File: src/rtl/ps2_pkg.sv
// rtl/ps2_pkg.sv - shared state type, frame constants and parity helper for the PS/2 host path
package ps2_pkg;

   // Host transmit sequencer states, in the order a frame walks through them.
   typedef enum logic [2:0] {
      IDLE      = 3'd0,
      INHIBIT   = 3'd1,
      RELEASE   = 3'd2,
      SEND      = 3'd3,
      ACK       = 3'd4,
      WAIT_IDLE = 3'd5
   } state_e;

   // Bits shifted out after the start bit: eight data bits plus parity.
   localparam int FRAME_BITS = 9;

   // Common keyboard commands and the keyboard's acknowledge byte.
   localparam logic [7:0] CMD_SET_LED = 8'hED;
   localparam logic [7:0] CMD_RESET   = 8'hFF;
   localparam logic [7:0] ACK_BYTE    = 8'hFA;

   // Odd parity: the returned bit makes the total count of ones odd.
   function automatic logic odd_parity(input logic [7:0] d);
      return ~^d;
   endfunction

endpackage

File: src/rtl/ps2_line_sync.sv
// rtl/ps2_line_sync.sv - PS/2 clock/data pin synchronizers with device-clock falling-edge pulse
module ps2_line_sync (
   input  logic clk_i,
   input  logic rst_i,
   input  logic ps2_clk_i,
   input  logic ps2_data_i,
   output logic clk_o,
   output logic data_o,
   output logic fall_o
);

   // Stage [0] is the metastability catcher; the lines idle high, so reset to 1
   // to avoid a false falling edge right after reset.
   logic [2:0] clk_sync_q;
   logic [2:0] data_sync_q;

   // Shift both raw pins through three flops each.
   always_ff @(posedge clk_i or posedge rst_i) begin
      if (rst_i) begin
         clk_sync_q  <= 3'b111;
         data_sync_q <= 3'b111;
      end else begin
         clk_sync_q  <= {clk_sync_q[1:0], ps2_clk_i};
         data_sync_q <= {data_sync_q[1:0], ps2_data_i};
      end
   end

   // The clock level is taken one stage early so the last stage can serve as
   // the "previous" sample for edge detection; data uses the full chain.
   assign clk_o  = clk_sync_q[1];
   assign fall_o = clk_sync_q[2] & ~clk_sync_q[1];
   assign data_o = data_sync_q[2];

endmodule

File: src/rtl/ps2_host_tx.sv
// rtl/ps2_host_tx.sv - PS/2 host-to-device command byte transmitter
module ps2_host_tx
   import ps2_pkg::*;
#(
   parameter int INHIBIT_CYCLES = 5000,
   parameter int TIMEOUT_CYCLES = 1000000
) (
   input  logic       clk,
   input  logic       rst,
   input  logic [7:0] tx_data,
   input  logic       tx_valid,
   output logic       tx_ready,
   input  logic       ps2_clk,
   input  logic       ps2_data,
   output logic       ps2_clk_oe,
   output logic       ps2_data_oe,
   output logic       busy,
   output logic       done,
   output logic       err
);

   localparam int INH_W = $clog2(INHIBIT_CYCLES + 1);
   localparam int TO_W  = $clog2(TIMEOUT_CYCLES + 1);
   // INHIBIT lasts INHIBIT_CYCLES-1 cycles; the RELEASE cycle supplies the last
   // cycle of clock hold-low, so the clock is pulled for INHIBIT_CYCLES in total.
   localparam logic [INH_W-1:0] INH_LAST = INH_W'(INHIBIT_CYCLES - 2);
   localparam logic [TO_W-1:0]  TO_LAST  = TO_W'(TIMEOUT_CYCLES - 1);
   localparam logic [3:0]       LAST_BIT = 4'(FRAME_BITS);

   state_e                state_q, state_d;
   logic [INH_W-1:0]      inh_cnt_q, inh_cnt_d;
   logic [TO_W-1:0]       to_cnt_q, to_cnt_d;
   logic [FRAME_BITS-1:0] shift_q, shift_d;
   logic [3:0]            bit_cnt_q, bit_cnt_d;
   logic                  clk_oe_q, clk_oe_d;
   logic                  data_oe_q, data_oe_d;
   logic                  done_q, done_d;
   logic                  err_q, err_d;

   logic sync_clk;
   logic sync_data;
   logic fall;
   logic accept;
   logic timeout_hit;

   ps2_line_sync u_sync (
      .clk_i      (clk),
      .rst_i      (rst),
      .ps2_clk_i  (ps2_clk),
      .ps2_data_i (ps2_data),
      .clk_o      (sync_clk),
      .data_o     (sync_data),
      .fall_o     (fall)
   );

   // The completion pulse cycle is already IDLE but still masks tx_ready, so a
   // new request is only taken the cycle after done/err.
   assign tx_ready    = (state_q == IDLE) && !done_q && !err_q;
   assign accept      = tx_valid && tx_ready;
   assign busy        = (state_q != IDLE);
   assign ps2_clk_oe  = clk_oe_q;
   assign ps2_data_oe = data_oe_q;
   assign done        = done_q;
   assign err         = err_q;

   // State and datapath registers; reset releases both lines immediately.
   always_ff @(posedge clk or posedge rst) begin
      if (rst) begin
         state_q   <= IDLE;
         inh_cnt_q <= '0;
         to_cnt_q  <= '0;
         shift_q   <= '0;
         bit_cnt_q <= '0;
         clk_oe_q  <= 1'b0;
         data_oe_q <= 1'b0;
         done_q    <= 1'b0;
         err_q     <= 1'b0;
      end else begin
         state_q   <= state_d;
         inh_cnt_q <= inh_cnt_d;
         to_cnt_q  <= to_cnt_d;
         shift_q   <= shift_d;
         bit_cnt_q <= bit_cnt_d;
         clk_oe_q  <= clk_oe_d;
         data_oe_q <= data_oe_d;
         done_q    <= done_d;
         err_q     <= err_d;
      end
   end

   // Next-state and next-output logic; line enables only move on transitions.
   always_comb begin
      state_d     = state_q;
      inh_cnt_d   = inh_cnt_q;
      to_cnt_d    = to_cnt_q;
      shift_d     = shift_q;
      bit_cnt_d   = bit_cnt_q;
      clk_oe_d    = clk_oe_q;
      data_oe_d   = data_oe_q;
      done_d      = 1'b0;
      err_d       = 1'b0;
      timeout_hit = 1'b0;

      // Watchdog on the device clock while the device is expected to clock.
      if (state_q == SEND || state_q == ACK || state_q == WAIT_IDLE) begin
         to_cnt_d    = fall ? '0 : to_cnt_q + TO_W'(1);
         timeout_hit = !fall && (to_cnt_q == TO_LAST);
      end

      case (state_q)
         IDLE: begin
            clk_oe_d  = 1'b0;
            data_oe_d = 1'b0;
            if (accept) begin
               shift_d   = {odd_parity(tx_data), tx_data};
               bit_cnt_d = '0;
               inh_cnt_d = '0;
               clk_oe_d  = 1'b1;
               state_d   = INHIBIT;
            end
         end

         INHIBIT: begin
            if (inh_cnt_q == INH_LAST) begin
               data_oe_d = 1'b1;
               state_d   = RELEASE;
            end else begin
               inh_cnt_d = inh_cnt_q + INH_W'(1);
            end
         end

         RELEASE: begin
            clk_oe_d = 1'b0;
            to_cnt_d = '0;
            state_d  = SEND;
         end

         SEND: begin
            if (fall) begin
               if (bit_cnt_q < LAST_BIT) begin
                  data_oe_d = ~shift_q[0];
                  shift_d   = shift_q >> 1;
               end else begin
                  data_oe_d = 1'b0;
                  state_d   = ACK;
               end
               if (bit_cnt_q != 4'hF) begin
                  bit_cnt_d = bit_cnt_q + 4'd1;
               end
            end
         end

         ACK: begin
            if (fall) begin
               if (sync_data) begin
                  err_d   = 1'b1;
                  state_d = IDLE;
               end else begin
                  state_d = WAIT_IDLE;
               end
            end
         end

         WAIT_IDLE: begin
            if (sync_clk && sync_data) begin
               done_d  = 1'b1;
               state_d = IDLE;
            end
         end

         default: begin
            clk_oe_d  = 1'b0;
            data_oe_d = 1'b0;
            state_d   = IDLE;
         end
      endcase

      if (timeout_hit) begin
         clk_oe_d  = 1'b0;
         data_oe_d = 1'b0;
         done_d    = 1'b0;
         err_d     = 1'b1;
         state_d   = IDLE;
      end
   end

endmodule

File: config.mk
export PLATFORM = sky130hd
export DESIGN_NAME = ps2_host_tx
export DESIGN_NICKNAME = d
export VERILOG_FILES = /design/src/rtl/ps2_pkg.sv /design/src/rtl/ps2_line_sync.sv /design/src/rtl/ps2_host_tx.sv
export SDC_FILE = /design/constraint.sdc
export NUM_CORES = 1
export LEC_CHECK = 0
export CAP_MARGIN = 20
export CORE_MARGIN = 2
export CORE_UTILIZATION = 60
export CTS_CLUSTER_SIZE = 25
export DETAILED_ROUTE_END_ITERATION = 10
export PLACE_DENSITY_LB_ADDON = 0.15
export SYNTH_ARGS = -nofsm -noshare
export SYNTH_HDL_FRONTEND = slang
export SYNTH_SLANG_ARGS = --single-unit
File: constraint.sdc
create_clock -name clk -period 4.9 [get_ports clk]
set_clock_uncertainty 0.1 [all_clocks]
set_input_delay 1.47 -clock clk [delete_from_list [all_inputs] [get_ports clk]]
set_output_delay 1.47 -clock clk [all_outputs]
set_load 0.005 [all_outputs]
==> results of run 1 <==
-- Yosys cell counts, drive strengths merged --
library cell   n  area [µm²]
nor4           4        55.1
nor2b          5        31.3
or3            5        36.3
nand2         26        97.6
mux2i         10         100
and2           2        12.5
o32a           1        10.0
dfrtp         53        1330
a31oi          3        18.8
nor2          39         161
a21boi         2        18.8
xnor2         19         166
or2            1        6.26
and3b          1        8.76
a311oi         2        23.8
o21ai         21         105
a21oi          8        40.0
ha             5        62.6
nor3          12        60.1
or3b           1        11.3
nor4bb         2        20.0
o211ai         2        20.0
xor2          11        96.3
clkbuf         2        7.51
buf           11        66.3
a2111oi        1        27.5
nand3b         1        20.0
o31ai          2        15.0
a41oi          1        8.76
or4b           1        10.0
and3           9        56.3
o22a           2        17.5
a22o           5        43.8
nand2b         6        37.5
and4           2        17.5
inv            7        26.3
nor3b          4        30.0
a211oi         3        22.5
a21o           2        15.0
nand4          9        56.3
mux2           1        11.3
dfstp          6         158
nor4b          2        17.5
o22ai          1        6.26
nand3         14        70.1
-- state kept, by name, summed over array words and instances, names as in the netlist --
name and flops:
ps2_data_oe 1, shift_q 9, ps2_clk_oe 1, done 1, inh_cnt_q 13, state_q 3, err 1, u_sync.data_sync_q 3
to_cnt_q 20, bit_cnt_q 4, u_sync.clk_sync_q 3
-- logic make-up (layout without fill, tap and decap cells) --
family	Yosys count	in the layout	share of synthesized area, %
simple gates	146	146	25.3
flops	59	59	46.0
compound gates	56	56	12.2
xor+xnor	30	30	8.14
buf+inv	20	43	3.10
mux	11	11	3.45
fa+ha+maj	5	5	1.94
-- layer usage --
metal / up-vias / global-route usage [%] / part of all wire, %
met5: - / 0 / 0
met4: 0 / 8.57 / 1.4
met3: 13 / 7.33 / 4.7
met2: 61 / 37.7 / 47
met1: 1174 / 32.3 / 47
li1: 1201 / - / -
-- critical path, cell delays in order, from the launching register on --
cell	delay, ps
dfrtp_1	590
or3_4	510
nor3_1	160
clkdlybuf4s50_1	530
-- area by class of cell --
class                   instances  share of cell area, %
multi-input cells             248                   44.7
clock inverters                 5                   2.72
well taps                      70                   2.38
inverters                       7                  0.714
clock buffers                  11                   3.84
flip-flops and latches         59                   40.3
repair buffers                 20                   5.30
-- how the worst min path moves through the flow --
stage,startpoint,to,depth (start not counted)
after global placement,u_sync.data_sync_q[1],u_sync.data_sync_q[2],0
after detailed placement,u_sync.clk_sync_q[0],u_sync.clk_sync_q[1],0
after floorplan,u_sync.clk_sync_q[0],u_sync.clk_sync_q[1],0
final,u_sync.data_sync_q[1],u_sync.data_sync_q[2],0
after global routing,u_sync.data_sync_q[0],u_sync.data_sync_q[1],0
after CTS,u_sync.clk_sync_q[0],u_sync.clk_sync_q[1],0
-- metrics by stage --
step,total power (W),utilization [%]
detailed placement,0.00119,66.7
global route,0.00184,71.6
global placement,0.00117,66.7
floorplan,0.00107,-
CTS,0.00174,71.4
finish,0.00174,71.6
-- power groups by stage --
| stage | sequential, W | clock (W) | combinational [W] |
|---|---|---|---|
| final | 0.000691 | 0.000542 | 0.000505 |
| after global routing | 0.000705 | 0.000572 | 0.000566 |
| after CTS | 0.000689 | 0.000548 | 0.000502 |
| after detailed placement | 0.000695 | 0 | 0.000497 |
| after global placement | 0.000691 | 0 | 0.000479 |
| after floorplan | 0.000628 | 0 | 0.000443 |
==> results.py, run 1 <==
metrics = {
    "final_layout": {
        "layout_commonest_cell": "dfrtp_1",
        "final_cells": 420,
        "multi_input_area_um2": 1650,
        "layout_common_cells": "53 x dfrtp_1, 35 x nor2_1, 26 x nand2_1",
        "fillers": 403,
        "n_antenna_cell": 0,
        "design_area_um2": 3680,
        "syn_to_final_growth_pct": 13.9,
        "regArea_um2": 1480,
        "layout.nets": 363,
        "drive_above_1_share_pct": 10.9,
    },
    "pwr": {
        "combPwrFrac_pct": 29.1,
        "p_seq_share_pct": 39.8,
        "p_int_w": 0.00115,
        "switchingPower_w": 0.000587,
        "ir_drop_mv": 0.267,
        "power_leakage_nw": 1.61,
        "clkPwrFrac_pct": 31.2,
        "swShare_pct": 33.8,
        "pwr_density_cell_nw_per_um2": 472,
    },
    "detailed_routing": {
        "drtPass1Iterations": 4,
        "drc": 0,
        "wl_mm": 6.35,
        "viasPerCell": 5.83,
        "detail_route.wl_per_cell_um": 15.1,
        "drt_iter0_drc": 155,
        "num_vias": 2449,
        "antenna_left": 0,
    },
    "timing": {
        "period_share_pct": 76.0,
        "tightest_slew_ps": 1010,
        "relSlewSlack_pct": 31.9,
        "setup-tns-final_ps": 0,
        "clock.fmax_ghz": 0.269,
        "hold_slack_ps": 258,
        "hold_viol": 0,
        "setup_slack_ps": 1180,
        "finalSetupViolCount": 0,
        "slew_viol_final": 0,
        "final.min_clock_period_ps": 3720,
        "grt_setup_unrepaired": "no",
    },
    "worst_setup_path": {
        "crit_start": "state_q[1]",
        "rrSetupSlack_ps": 2370,
        "r2r_end": "state_q[0]",
        "cp.required_ps": 3330,
        "critPathArrivalTime_ps": 2150,
        "startpoint_type": "register",
        "cp_max_fo": 16,
        "rr_worst_depth": 5,
        "endpoint": "tx_ready",
        "worst-setup-path-type": "register to output pin",
        "crit_path_end_kind": "output pin",
        "r2r_start": "u_sync.clk_sync_q[2]",
    },
    "outcome": {
        "status": "completed",
    },
    "placement": {
        "dp_hpwl_mm": 4.36,
        "dpl_worst_slack_ps": 1220,
        "portBuffers": 18,
        "dp_cells": 403,
        "place_area_um2": 3430,
        "gp_congestion": 0.797,
    },
    "grt": {
        "grt_usage_pct": 24.2,
        "grt_pass1_vias": 2469,
        "antenna_found_initial": 0,
        "grt_start_max_net_pins": 33,
        "grt_overflow": 0,
        "grt_pass1_wl_mm": 11.4,
    },
    "cts": {
        "cts_hold_buf": 0,
        "clk_pin_slew_ps": 70,
        "cts_tree": "yes",
        "clock_latency_ps": 350,
        "numCtsBuffers": 9,
        "clock_path_buffers": 2,
        "cts_root_buf": "clkbuf_8",
        "htreeDepth": 3,
        "cts_resized": 0,
        "post_cts_buffers": 0,
        "cts_sinks": 59,
    },
    "synthesis": {
        "ys_seq_area_share_pct": 46.0,
        "syn_inst": 327,
        "synth_fp_nets": 345,
        "ys_ff_latch": 59,
        "netlist_area_um2": 3230,
        "ys_types": 55,
        "yosysWarnings": 0,
        "syn_avg_cell_area_um2": 9.88,
    },
    "floorplan": {
        "ios": 19,
        "fp.dieH_um": 77.4,
        "die_w_um": 77.4,
        "dieArea_um2": 5990,
        "initial_utilization_pct": 62.8,
        "core_um2": 5140,
        "rows": 26,
    },
    "min_path": {
        "hp-class": "register to register",
    },
    "run": {
        "drv_cap": 0,
    },
}
(Power assumes the default switching activity.)
==> inputs of run 2 (changes only) <==
Settings changed: CORE_UTILIZATION 60 to 54.
Clock period 4.9 ns to 3.4 ns, I/O delays scaled along.
==> run 2 against run 1 <==
Cell count rose by 2.6%. Worst hold slack got worse by 4.0 ps. Clock-buffer cell count fell by 1. Global-route usage fell by 2.3 points. Non-clock buffer count rose by 6. Combinational power rose by 66%. Critical endpoint unchanged. Register-to-register slack got worse by 1200 ps. Die area rose by 11%. Routed wire length rose by 0.22%. Final area rose by 1.3%. Worst setup slack got worse by 690 ps.
==> results.py, run 2 (synthesis gave the netlist of run 1 again) <==
metrics = {
    "pwr": {
        "p_int_w": 0.00162,
        "p_seq_share_pct": 37.1,
        "ir_drop_mv": 0.435,
        "switchingPower_w": 0.000858,
        "combPwrFrac_pct": 33.9,
        "swShare_pct": 34.6,
        "pwr_density_cell_nw_per_um2": 665,
        "clkPwrFrac_pct": 29.0,
        "power_leakage_nw": 1.63,
    },
    "cts": {
        "numCtsBuffers": 9,
        "cts_root_buf": "clkbuf_8",
        "cts_hold_buf": 0,
        "cts_resized": 0,
        "clock_path_buffers": 2,
        "clock_latency_ps": 340,
        "clk_pin_slew_ps": 70,
        "cts_sinks": 59,
        "htreeDepth": 3,
        "post_cts_buffers": 0,
        "cts_tree": "yes",
    },
    "detailed_routing": {
        "viasPerCell": 5.65,
        "antenna_left": 0,
        "drt_iter0_drc": 147,
        "drc": 0,
        "drtPass1Iterations": 4,
        "detail_route.wl_per_cell_um": 14.8,
        "wl_mm": 6.37,
        "num_vias": 2434,
    },
    "timing": {
        "relSlewSlack_pct": 58.8,
        "clock.fmax_ghz": 0.343,
        "hold_viol": 0,
        "setup-tns-final_ps": 0,
        "tightest_slew_ps": 616,
        "finalSetupViolCount": 0,
        "grt_setup_unrepaired": "no",
        "setup_slack_ps": 482,
        "slew_viol_final": 0,
        "final.min_clock_period_ps": 2920,
        "period_share_pct": 85.8,
    },
    "grt": {
        "grt_usage_pct": 21.9,
        "grt_pass1_vias": 2335,
        "grt_start_max_net_pins": 33,
        "grt_overflow": 0,
        "grt_pass1_wl_mm": 11.0,
        "antenna_found_initial": 0,
    },
    "floorplan": {
        "initial_utilization_pct": 55.2,
        "die_w_um": 81.3,
        "dieArea_um2": 6610,
        "fp.dieH_um": 81.3,
        "ios": 19,
        "rows": 28,
        "core_um2": 5850,
    },
    "worst_setup_path": {
        "cp_num_cells": 3,
        "critPathTopFamily": "simple AND/OR/NAND/NOR gates",
        "crit_path_end_kind": "output pin",
        "path_cells": "or3_4 > nor3_1 > clkdlybuf4s50_1",
        "max_stage_delay_ps": 520,
        "cp.required_ps": 2280,
        "critPathArrivalTime_ps": 1800,
        "cp_max_fo": 3,
        "slowest_stage": "clkdlybuf4s50_1",
        "rr_worst_depth": 6,
        "critPathBufInv": 1,
        "startpoint_type": "register",
        "worst-setup-path-type": "register to output pin",
    },
    "min_path": {
        "hold_path_depth": 0,
        "hp-class": "register to register",
    },
    "placement": {
        "dp_hpwl_mm": 4.44,
        "portBuffers": 18,
        "gp_congestion": 0.875,
        "dpl_worst_slack_ps": 353,
    },
    "final_layout": {
        "regArea_um2": 1480,
        "regMostFlops": "to_cnt_q",
        "layout_common_cells": "53 x dfrtp_1, 35 x nor2_1, 26 x nand2_1",
        "reg_top3": "to_cnt_q (20), inh_cnt_q (13), shift_q (9)",
        "drive_above_1_share_pct": 12.6,
        "fillers": 479,
        "multi_input_area_um2": 1650,
        "n_antenna_cell": 0,
        "largest_register_ffs": 20,
        "final_util_pct": 63.7,
        "layout_commonest_cell": "dfrtp_1",
        "layout.nets": 369,
        "syn_to_final_growth_pct": 15.5,
    },
    "outcome": {
        "status": "completed",
    },
    "run": {
        "drv_cap": 0,
    },
}
==> run 2: final timing paths <==
check,from,endpoint,slack [ps]
setup / recovery,state_q[1],tx_ready,480
hold / removal,u_sync.data_sync_q[0],u_sync.data_sync_q[1],250
setup reg to reg,state_q[2],state_q[1],1150
hold reg to reg,u_sync.data_sync_q[0],u_sync.data_sync_q[1],250
max in group asynchronous,rst,u_sync.data_sync_q[0],1580
min in group asynchronous,rst,to_cnt_q[5],970
==> run 2: area by class of cell <==
cell class | count | share of cell area [%]
Inverter | 7 | 0.705
Clock inverter | 6 | 2.38
Timing Repair Buffer | 26 | 6.78
Clock buffer | 10 | 3.69
Tap cell | 75 | 2.52
Sequential cell | 59 | 39.8
Multi-Input combinational cell | 248 | 44.1
==> run 2: worst register-to-register path, cell delays in order (launching register included) <==
cell and delay [ps]:
dfrtp_1 370, buf_4 200, and3b_1 500, o211ai_2 190, nor4_4 500, o22a_1 190
o22ai_1 70
==> run 2: per-layer routing <==
metal	GRT usage [%]	wire length (µm)	vias up
met3	5.44	274	10
met2	31.2	2950	50
met1	31.7	3060	1159
li1	-	-	1215
met4	9.15	79	0
met5	0	0	-
==> run 2: through the flow <==
step / area [µm²] / cells / hold slack [ps] / total power, W
finish: 3730 / 431 / 254 / 0.00248
CTS: 3730 / 431 / 258 / 0.00250
global placement: 3500 / 415 / 245 / 0.00175
detailed placement: 3500 / 415 / 250 / 0.00177
floorplan: 3230 / 327 / 245 / 0.00154
global route: 3730 / 431 / 267 / 0.00266
==> run 2: power groups by stage <==
stage	registers (W)	logic [W]	clock network, W
final	0.000921	0.000840	0.000720
after global routing	0.000942	0.000948	0.000766
after CTS	0.000921	0.000843	0.000732
after detailed placement	0.000934	0.000837	0
after global placement	0.000929	0.000822	0
after floorplan	0.000905	0.000638	0
